==> src/rtl/axi4_burst_master.sv <==
// AXI4 burst master: INCR bursts of 1..2^LEN_WIDTH beats.
// Read and write sides are independent FSMs that can run at the same time.
// Read beats are streamed out registered; write beats pass straight through
// from the request side to the W channel.
module axi4_burst_master #(
  parameter int ADDR_WIDTH = 32,
  parameter int DATA_WIDTH = 64,
  parameter int LEN_WIDTH  = 8,
  parameter int RESP_WIDTH = 2,
  parameter int MASK_WIDTH = DATA_WIDTH / 8
) (
  input  logic                  iClock,
  input  logic                  iReset,
  // read request side
  input  logic                  iRdValid,
  output logic                  oRdReady,
  input  logic [ADDR_WIDTH-1:0] iRdAddr,
  input  logic [LEN_WIDTH-1:0]  iRdLen,
  input  logic [2:0]            iRdSize,
  output logic                  oRdDataValid,
  output logic [DATA_WIDTH-1:0] oRdData,
  output logic                  oRdDataLast,
  output logic                  oRdDone,
  output logic [RESP_WIDTH-1:0] oRdResp,
  // write request side
  input  logic                  iWrValid,
  output logic                  oWrReady,
  input  logic [ADDR_WIDTH-1:0] iWrAddr,
  input  logic [LEN_WIDTH-1:0]  iWrLen,
  input  logic [2:0]            iWrSize,
  input  logic                  iWrDataValid,
  output logic                  oWrDataReady,
  input  logic [DATA_WIDTH-1:0] iWrData,
  input  logic [MASK_WIDTH-1:0] iWrMask,
  output logic                  oWrDone,
  output logic [RESP_WIDTH-1:0] oWrResp,
  // AR
  input  logic                  pAXI4_ar_ready,
  output logic                  pAXI4_ar_valid,
  output logic [ADDR_WIDTH-1:0] pAXI4_ar_bits_addr,
  output logic [LEN_WIDTH-1:0]  pAXI4_ar_bits_len,
  output logic [2:0]            pAXI4_ar_bits_size,
  output logic [1:0]            pAXI4_ar_bits_burst,
  // R
  input  logic                  pAXI4_r_valid,
  input  logic [DATA_WIDTH-1:0] pAXI4_r_bits_data,
  input  logic [RESP_WIDTH-1:0] pAXI4_r_bits_resp,
  input  logic                  pAXI4_r_bits_last,
  output logic                  pAXI4_r_ready,
  // AW
  input  logic                  pAXI4_aw_ready,
  output logic                  pAXI4_aw_valid,
  output logic [ADDR_WIDTH-1:0] pAXI4_aw_bits_addr,
  output logic [LEN_WIDTH-1:0]  pAXI4_aw_bits_len,
  output logic [2:0]            pAXI4_aw_bits_size,
  output logic [1:0]            pAXI4_aw_bits_burst,
  // W
  input  logic                  pAXI4_w_ready,
  output logic                  pAXI4_w_valid,
  output logic [DATA_WIDTH-1:0] pAXI4_w_bits_data,
  output logic [MASK_WIDTH-1:0] pAXI4_w_bits_strb,
  output logic                  pAXI4_w_bits_last,
  // B
  input  logic                  pAXI4_b_valid,
  input  logic [RESP_WIDTH-1:0] pAXI4_b_bits_resp,
  output logic                  pAXI4_b_ready
);

  localparam logic [1:0]            BURST_INCR = 2'b01;
  localparam logic [RESP_WIDTH-1:0] RESP_SLV   = RESP_WIDTH'(2);
  localparam logic [LEN_WIDTH:0]    CNT_ONE    = (LEN_WIDTH+1)'(1);

  typedef enum logic [1:0] {RD_IDLE, RD_AR, RD_DATA} rd_state_t;
  typedef enum logic [1:0] {WR_IDLE, WR_AW, WR_DATA, WR_RESP} wr_state_t;

  rd_state_t r_rd_state, w_rd_next;
  wr_state_t r_wr_state, w_wr_next;

  // Readies stay low through reset and rise one cycle after release.
  logic r_alive;

  logic [ADDR_WIDTH-1:0] r_ar_addr, r_aw_addr;
  logic [LEN_WIDTH-1:0]  r_ar_len, r_aw_len;
  logic [2:0]            r_ar_size, r_aw_size;
  // One bit wider than len so a full 2^LEN_WIDTH-beat burst never wraps.
  logic [LEN_WIDTH:0]    r_rd_cnt, r_wr_cnt;
  logic [DATA_WIDTH-1:0] r_rd_data;
  logic                  r_rd_dvalid, r_rd_last, r_rd_done, r_wr_done;
  logic [RESP_WIDTH-1:0] r_rd_resp, r_wr_resp;

  logic w_rd_accept, w_ar_hs, w_r_hs, w_rd_at_len, w_rd_end_beat;
  logic w_wr_accept, w_aw_hs, w_w_hs, w_b_hs, w_wr_at_len;

  assign w_rd_accept   = iRdValid && oRdReady;
  assign w_ar_hs       = pAXI4_ar_valid && pAXI4_ar_ready;
  assign w_r_hs        = pAXI4_r_valid && pAXI4_r_ready;
  assign w_rd_at_len   = (r_rd_cnt == {1'b0, r_ar_len});
  // Whichever comes first, the counter or the slave's last flag, ends it.
  assign w_rd_end_beat = w_rd_at_len || pAXI4_r_bits_last;

  assign w_wr_accept   = iWrValid && oWrReady;
  assign w_aw_hs       = pAXI4_aw_valid && pAXI4_aw_ready;
  assign w_w_hs        = pAXI4_w_valid && pAXI4_w_ready;
  assign w_b_hs        = pAXI4_b_valid && pAXI4_b_ready;
  assign w_wr_at_len   = (r_wr_cnt == {1'b0, r_aw_len});

  assign pAXI4_ar_bits_addr  = r_ar_addr;
  assign pAXI4_ar_bits_len   = r_ar_len;
  assign pAXI4_ar_bits_size  = r_ar_size;
  assign pAXI4_ar_bits_burst = BURST_INCR;
  assign pAXI4_aw_bits_addr  = r_aw_addr;
  assign pAXI4_aw_bits_len   = r_aw_len;
  assign pAXI4_aw_bits_size  = r_aw_size;
  assign pAXI4_aw_bits_burst = BURST_INCR;
  assign pAXI4_w_bits_data   = iWrData;
  assign pAXI4_w_bits_strb   = iWrMask;

  assign oRdData      = r_rd_data;
  assign oRdDataValid = r_rd_dvalid;
  assign oRdDataLast  = r_rd_last;
  assign oRdDone      = r_rd_done;
  assign oRdResp      = r_rd_resp;
  assign oWrDone      = r_wr_done;
  assign oWrResp      = r_wr_resp;

  // State registers and the out-of-reset flag.
  always_ff @(posedge iClock) begin
    if (iReset) begin
      r_rd_state <= RD_IDLE;
      r_wr_state <= WR_IDLE;
      r_alive    <= 1'b0;
    end else begin
      r_rd_state <= w_rd_next;
      r_wr_state <= w_wr_next;
      r_alive    <= 1'b1;
    end
  end

  // Read FSM next state and channel handshake outputs.
  always_comb begin
    w_rd_next      = r_rd_state;
    oRdReady       = 1'b0;
    pAXI4_ar_valid = 1'b0;
    pAXI4_r_ready  = 1'b0;
    unique case (r_rd_state)
      RD_IDLE: begin
        oRdReady = r_alive;
        if (w_rd_accept) w_rd_next = RD_AR;
      end
      RD_AR: begin
        pAXI4_ar_valid = 1'b1;
        if (w_ar_hs) w_rd_next = RD_DATA;
      end
      RD_DATA: begin
        pAXI4_r_ready = 1'b1;
        if (w_r_hs && w_rd_end_beat) w_rd_next = RD_IDLE;
      end
      default: w_rd_next = RD_IDLE;
    endcase
  end

  // Write FSM next state; W is only exposed in DATA so it cannot lead AW.
  always_comb begin
    w_wr_next         = r_wr_state;
    oWrReady          = 1'b0;
    pAXI4_aw_valid    = 1'b0;
    pAXI4_w_valid     = 1'b0;
    pAXI4_w_bits_last = 1'b0;
    oWrDataReady      = 1'b0;
    pAXI4_b_ready     = 1'b0;
    unique case (r_wr_state)
      WR_IDLE: begin
        oWrReady = r_alive;
        if (w_wr_accept) w_wr_next = WR_AW;
      end
      WR_AW: begin
        pAXI4_aw_valid = 1'b1;
        if (w_aw_hs) w_wr_next = WR_DATA;
      end
      WR_DATA: begin
        pAXI4_w_valid     = iWrDataValid;
        pAXI4_w_bits_last = w_wr_at_len;
        oWrDataReady      = pAXI4_w_ready;
        if (w_w_hs && w_wr_at_len) w_wr_next = WR_RESP;
      end
      WR_RESP: begin
        pAXI4_b_ready = 1'b1;
        if (w_b_hs) w_wr_next = WR_IDLE;
      end
      default: w_wr_next = WR_IDLE;
    endcase
  end

  // Read datapath: request latch, beat capture, burst response tracking.
  always_ff @(posedge iClock) begin
    if (iReset) begin
      r_ar_addr   <= '0;
      r_ar_len    <= '0;
      r_ar_size   <= '0;
      r_rd_cnt    <= '0;
      r_rd_data   <= '0;
      r_rd_dvalid <= 1'b0;
      r_rd_last   <= 1'b0;
      r_rd_done   <= 1'b0;
      r_rd_resp   <= '0;
    end else begin
      r_rd_dvalid <= 1'b0;
      r_rd_last   <= 1'b0;
      r_rd_done   <= 1'b0;
      if (w_rd_accept) begin
        r_ar_addr <= iRdAddr;
        r_ar_len  <= iRdLen;
        r_ar_size <= iRdSize;
        r_rd_cnt  <= '0;
        r_rd_resp <= '0;
      end
      if (w_r_hs) begin
        r_rd_data   <= pAXI4_r_bits_data;
        r_rd_dvalid <= 1'b1;
        r_rd_cnt    <= r_rd_cnt + CNT_ONE;
        r_rd_last   <= w_rd_end_beat;
        r_rd_done   <= w_rd_end_beat;
        // First error sticks; a last/length disagreement reports SLVERR.
        if (r_rd_resp == '0) begin
          if (pAXI4_r_bits_resp != '0)
            r_rd_resp <= pAXI4_r_bits_resp;
          else if (w_rd_at_len != pAXI4_r_bits_last)
            r_rd_resp <= RESP_SLV;
        end
      end
    end
  end

  // Write datapath: request latch, beat counting, B response capture.
  always_ff @(posedge iClock) begin
    if (iReset) begin
      r_aw_addr <= '0;
      r_aw_len  <= '0;
      r_aw_size <= '0;
      r_wr_cnt  <= '0;
      r_wr_done <= 1'b0;
      r_wr_resp <= '0;
    end else begin
      r_wr_done <= 1'b0;
      if (w_wr_accept) begin
        r_aw_addr <= iWrAddr;
        r_aw_len  <= iWrLen;
        r_aw_size <= iWrSize;
        r_wr_cnt  <= '0;
      end
      if (w_w_hs) r_wr_cnt <= r_wr_cnt + CNT_ONE;
      if (w_b_hs) begin
        r_wr_resp <= pAXI4_b_bits_resp;
        r_wr_done <= 1'b1;
      end
    end
  end

endmodule

==> config.mk <==
export PLATFORM = sky130hd
export DESIGN_NAME = axi4_burst_master
export DESIGN_NICKNAME = d
export VERILOG_FILES = /design/src/rtl/axi4_burst_master.sv
export SDC_FILE = /design/constraint.sdc
export NUM_CORES = 1
export LEC_CHECK = 0
export CAP_MARGIN = 20
export CORE_AREA = 2 2 186 188
export DETAILED_ROUTE_END_ITERATION = 10
export DIE_AREA = 0 0 188 190
export PLACE_DENSITY_LB_ADDON = 0.12
export REMOVE_ABC_BUFFERS = 1
export SYNTH_ARGS = -nofsm -noshare
export SYNTH_HDL_FRONTEND = slang
export SYNTH_SLANG_ARGS = --single-unit
==> constraint.sdc <==
create_clock -name iClock -period 1.56 [get_ports iClock]
set_input_delay 0.468 -clock iClock [delete_from_list [all_inputs] [get_ports iClock]]
set_output_delay 0.468 -clock iClock [all_outputs]
set_load 0.03 [all_outputs]
# Word-level counts from Yosys, hierarchy flattened
# Index checks and enable logic that the tools add are counted.
# word_totals
ff_bits	180
output_inout_bits	243
wordCells	84
input_bits	237
# op_classes
n_eq_ne	15
bitwise_logic	1
reduce_logical	19
add_sub_neg	2
muxes	30
# op_table
operator	count
9-bit two-way mux	4
2-bit two-way mux	12
9-bit by 1-bit adder with 9-bit output, second input constant	2
9-bit by 8-bit equality test with 1-bit output	2
2-bit != test, second input constant	7
1-bit two-way mux	12
1-bit logical AND	9
2-bit case mux with 4 select lines	1
2-bit equality test, second input constant	3
2-bit logical NOT	3
2-bit case mux with 3 select lines	1
2-bit nonzero test	3
2-bit by 1-bit equality test with 1-bit output, second input constant	2
4-bit AND reduction	1
3-bit AND reduction	1
2-bit OR reduction	1
1-bit logical OR	1
1-bit != test	1
1-bit inverter	1

# Depth between registers and ports, before layout
# depth
depth_word	8
depth_mapped	9
mapped_depth_nobuf	9

# Least setup slack after synthesis
# OpenSTA, ideal clock, no wires.
# synth_path
path_kind	register -> output
from	register r_aw_len[7], in the netlist pAXI4_aw_bits_len[7]
to	output pAXI4_w_bits_last
arrival_ns	1.342
required_time_ns	1.092
n_path_buf	0
path_slack_ns	-0.250
path_stages_with_launch	5
cell_sequence	dfxtp_1 -> xnor2_1 -> nand4_1 -> nor4_1 -> and3_1
# synth_via
elab_chain_cells	2
# synth_lines
element	line_no	rtl
start, declared	83	logic [LEN_WIDTH-1:0] r_ar_len, r_aw_len;
start signal, assigned	247	r_aw_len <= iWrLen;
9-bit by 8-bit equality test with 1-bit output	105	assign w_wr_at_len = (r_wr_cnt == {1'b0, r_aw_len});
1-bit two-way mux	171	unique case (r_wr_state)
end, declared	62	output logic pAXI4_w_bits_last,
# No other way between the ends.

# Worst setup path after layout
# Ends and elaborated chain as after synthesis.

==> flow_summary.ini <==
[timing]
rsz0062_at_grt = yes
period_share_pct = 137
hold_viol = 0
finalCriticalPeriod_ns = 2.13
fin_hold_ws_ns = 0.350
finalSetupViolCount = 12
finClkSkew_ns = 0.0107
setup_slack_ns = -0.572
timing.fmax_mhz = 469
drv_slew = 0

[cts]
cts.sinks = 180
ctsHtreeMaxLevel = 4
clk_path_buf_depth = 2
clk_pin_slew_ns = 0.06
root_buffer = clkbuf_16
cts_hold_buffers = 0
clk_latency_ns = 0.44
cts_buffers = 17
cts_tree = yes

[synth]
synth_area_leaders = dfxtp_1 49%, nand2_1 16%, a21oi_1 11%, buf_4 8.0%, clkbuf_1 1.9%
yosys-top-cells-count = 319 x nand2_1, 180 x dfxtp_1, 167 x a21oi_1
synth-edff-count = 0
synth.avg_cell_area_um2 = 7.87
synth_area_leader_cell = dfxtp_1
synth.top_cell.area_share_pct = 49.5
syn_inst = 926
synth_most_common_cell = nand2_1
ys_types = 44
netlist_area_um2 = 7280
ys_seq_elements = 180
synthFlopType = dfxtp_1
ys_seq_area_share_pct = 49.5
synthArstFlopShare_pct = 0
synth_warnings = 0

[hold_path]
worstHoldStart = iReset
hold_class = input pin to flop

[final_layout]
nets = 1485
diodes = 0
fin_cells = 1709
drive_gt1_share_pct = 31.6
post-route-util_pct = 36.9
area_growth_pct = 72.1

[drt]
finalWirelength_um = 35800
route.detailed.drc = 0
drt-vias-per-instance = 4.21
vias = 7187
ant_nets = 0
wl_per_cell_um = 20.9
drtPass1Iterations = 4
drtIter0Drc = 289

[global_routing]
grt_max_degree = 61
grt_pass1_vias = 6600
antenna_found_initial = 0
grtUsageTotal_pct = 18.6
grt_pass1_wl_um = 47700
grt-ovfl-total = 0

[worst_setup_path]
startpoint_type = flop
end_kind = output port
path_class = flop to output port
crit_chain = xnor2_1 > nand4_1 > nor4_2 > buf_4 > and3_4 > buf_6
required_ns = 1.09
cp-startpoint = pAXI4_aw_bits_len[7]
crit_buf_inv = 2
crit_slowest_cell = dfxtp_2
arrival_ns = 1.66
max_stage_delay_ns = 0.33
cp_top_family = simple AND/OR/NAND/NOR gates
reg2reg_from = r_rd_state[0]
crit_fanout = 2

[run]
drv_cap = 0

[die]
core_um2 = 33900
initial_core_util_pct = 21.5
placementRows = 68
die_w_um = 188
die_area_um2 = 35700
die_h_um = 190
pin_count = 480

[pwr]
cellPowerDensity_nw_per_um2 = 1040
peakVddDrop_mv = 0.727
leakagePower_nw = 4.99

[placement]
hpwl_um = 26400
place_ws_ns = -0.549
place_congestion = 0.809
io_buffers = 331
dp.cells = 1651

[run_status]
violations = negative setup slack
status = finished with violations
-- path summary, 6_finish.rpt --
path	to	slack [ns]	cells past startpoint
max	pAXI4_w_bits_last	-0.57	6
min	oRdDataValid	0.35	2
max reg2reg	r_rd_cnt[8]	-0.03	6
min reg2reg	oRdData[55]	0.45	2
-- logic make-up (layout without fill, tap and decap cells) --
kind of cell / count (synthesis) / after routing / share of synthesized area [%]
other: 2 / 4 / 0.103
AO/OA/AOI/OAI: 179 / 179 / 12.5
flip-flops: 180 / 180 / 49.5
XOR/XNOR: 17 / 17 / 2.04
multiplexers: 6 / 6 / 0.962
buffers and inverters: 142 / 468 / 11.6
AND/OR/NAND/NOR: 393 / 393 / 22.2
adder cells (fa/ha/maj): 7 / 7 / 1.20
-- state kept, by name, summed over array words and instances (netlist names) --
| name | count |
|---|---|
| oRdData | 64 |
| oRdDataValid | 1 |
| oRdDone | 1 |
| oRdResp | 2 |
| oWrDone | 1 |
| oWrResp | 2 |
| pAXI4_ar_bits_addr | 32 |
| pAXI4_ar_bits_len | 8 |
| pAXI4_ar_bits_size | 3 |
| pAXI4_aw_bits_addr | 32 |
| pAXI4_aw_bits_len | 8 |
| pAXI4_aw_bits_size | 3 |
| r_alive | 1 |
| r_rd_cnt | 9 |
| r_rd_state | 2 |
| r_wr_cnt | 9 |
| r_wr_state | 2 |
-- what timing repair did --
action / in CTS / in global routing
pin swaps: 3 / 30
gates cloned: 0 / 12
hold endpoints to repair: 0 / 0
setup buffers: 5 / 12
endpoints found under the setup margin: 119 / 131
resized for setup: 526 / 119
-- worst register-to-register path, cell delays in order, from the launching register on --
cell and delay (ns):
dfxtp_4 0.36, buf_6 0.11, nand3b_1 0.24, nor4_4 0.29, nand3_1 0.13, mux2_4 0.32
nor2_2 0.09
-- layer usage --
layer	global-route usage [%]	part of all wire (%)	wire length, um
met1	16.5	32	11600
met2	29.2	47	16700
met3	18.4	19	6790
met4	5.21	1.3	469
met5	2.47	0.58	207
-- final cells by class --
cell class | count | area, um2
Sequential cell | 180 | 3650
Inverter | 10 | 42.5
Multi-Input combinational cell | 606 | 3190
Timing Repair Buffer | 426 | 4470
Tap cell | 455 | 569
Clock buffer | 21 | 460
Clock inverter | 11 | 150
Fill cell | 3528 | 21400
-- per-stage QoR --
step / power, mW / TNS (ns) / area [um2]
finish: 13.0 / -2.10 / 12500
global route: 13.6 / -3.83 / 12500
CTS: 12.7 / -2.45 / 11800
detailed placement: 7.90 / -46.48 / 11400
global placement: 7.89 / -45.98 / 11400
floorplan: 6.20 / -95.27 / 6490
-- power breakdown --
group | internal (mW) | switching, mW | leakage [nW]
Combinational | 1.77 | 1.65 | 3.22
Clock | 2.62 | 1.95 | 0.294
Sequential | 4.84 | 0.164 | 1.47
Total | 9.23 | 3.76 | 4.99
-- placed cells by master, fill, tap and decap left out, drive strengths merged, types with 2 or more instances in the layout --
master / instances
clkbuf: 33
nand3: 12
nand3b: 3
o21ai: 5
nand2: 319
xnor2: 11
bufinv: 3
and2: 5
nor4: 4
nand4: 4
a21oi: 167
dfxtp: 180
conb: 4
clkdlybuf4s50: 162
xor2: 6
or3: 3
inv: 12
nor2: 23
clkinvlp: 2
and3: 6
clkinv: 4
mux2: 5
ha: 7
nor3: 7
buf: 250
Power figures use the tool's default switching activity.
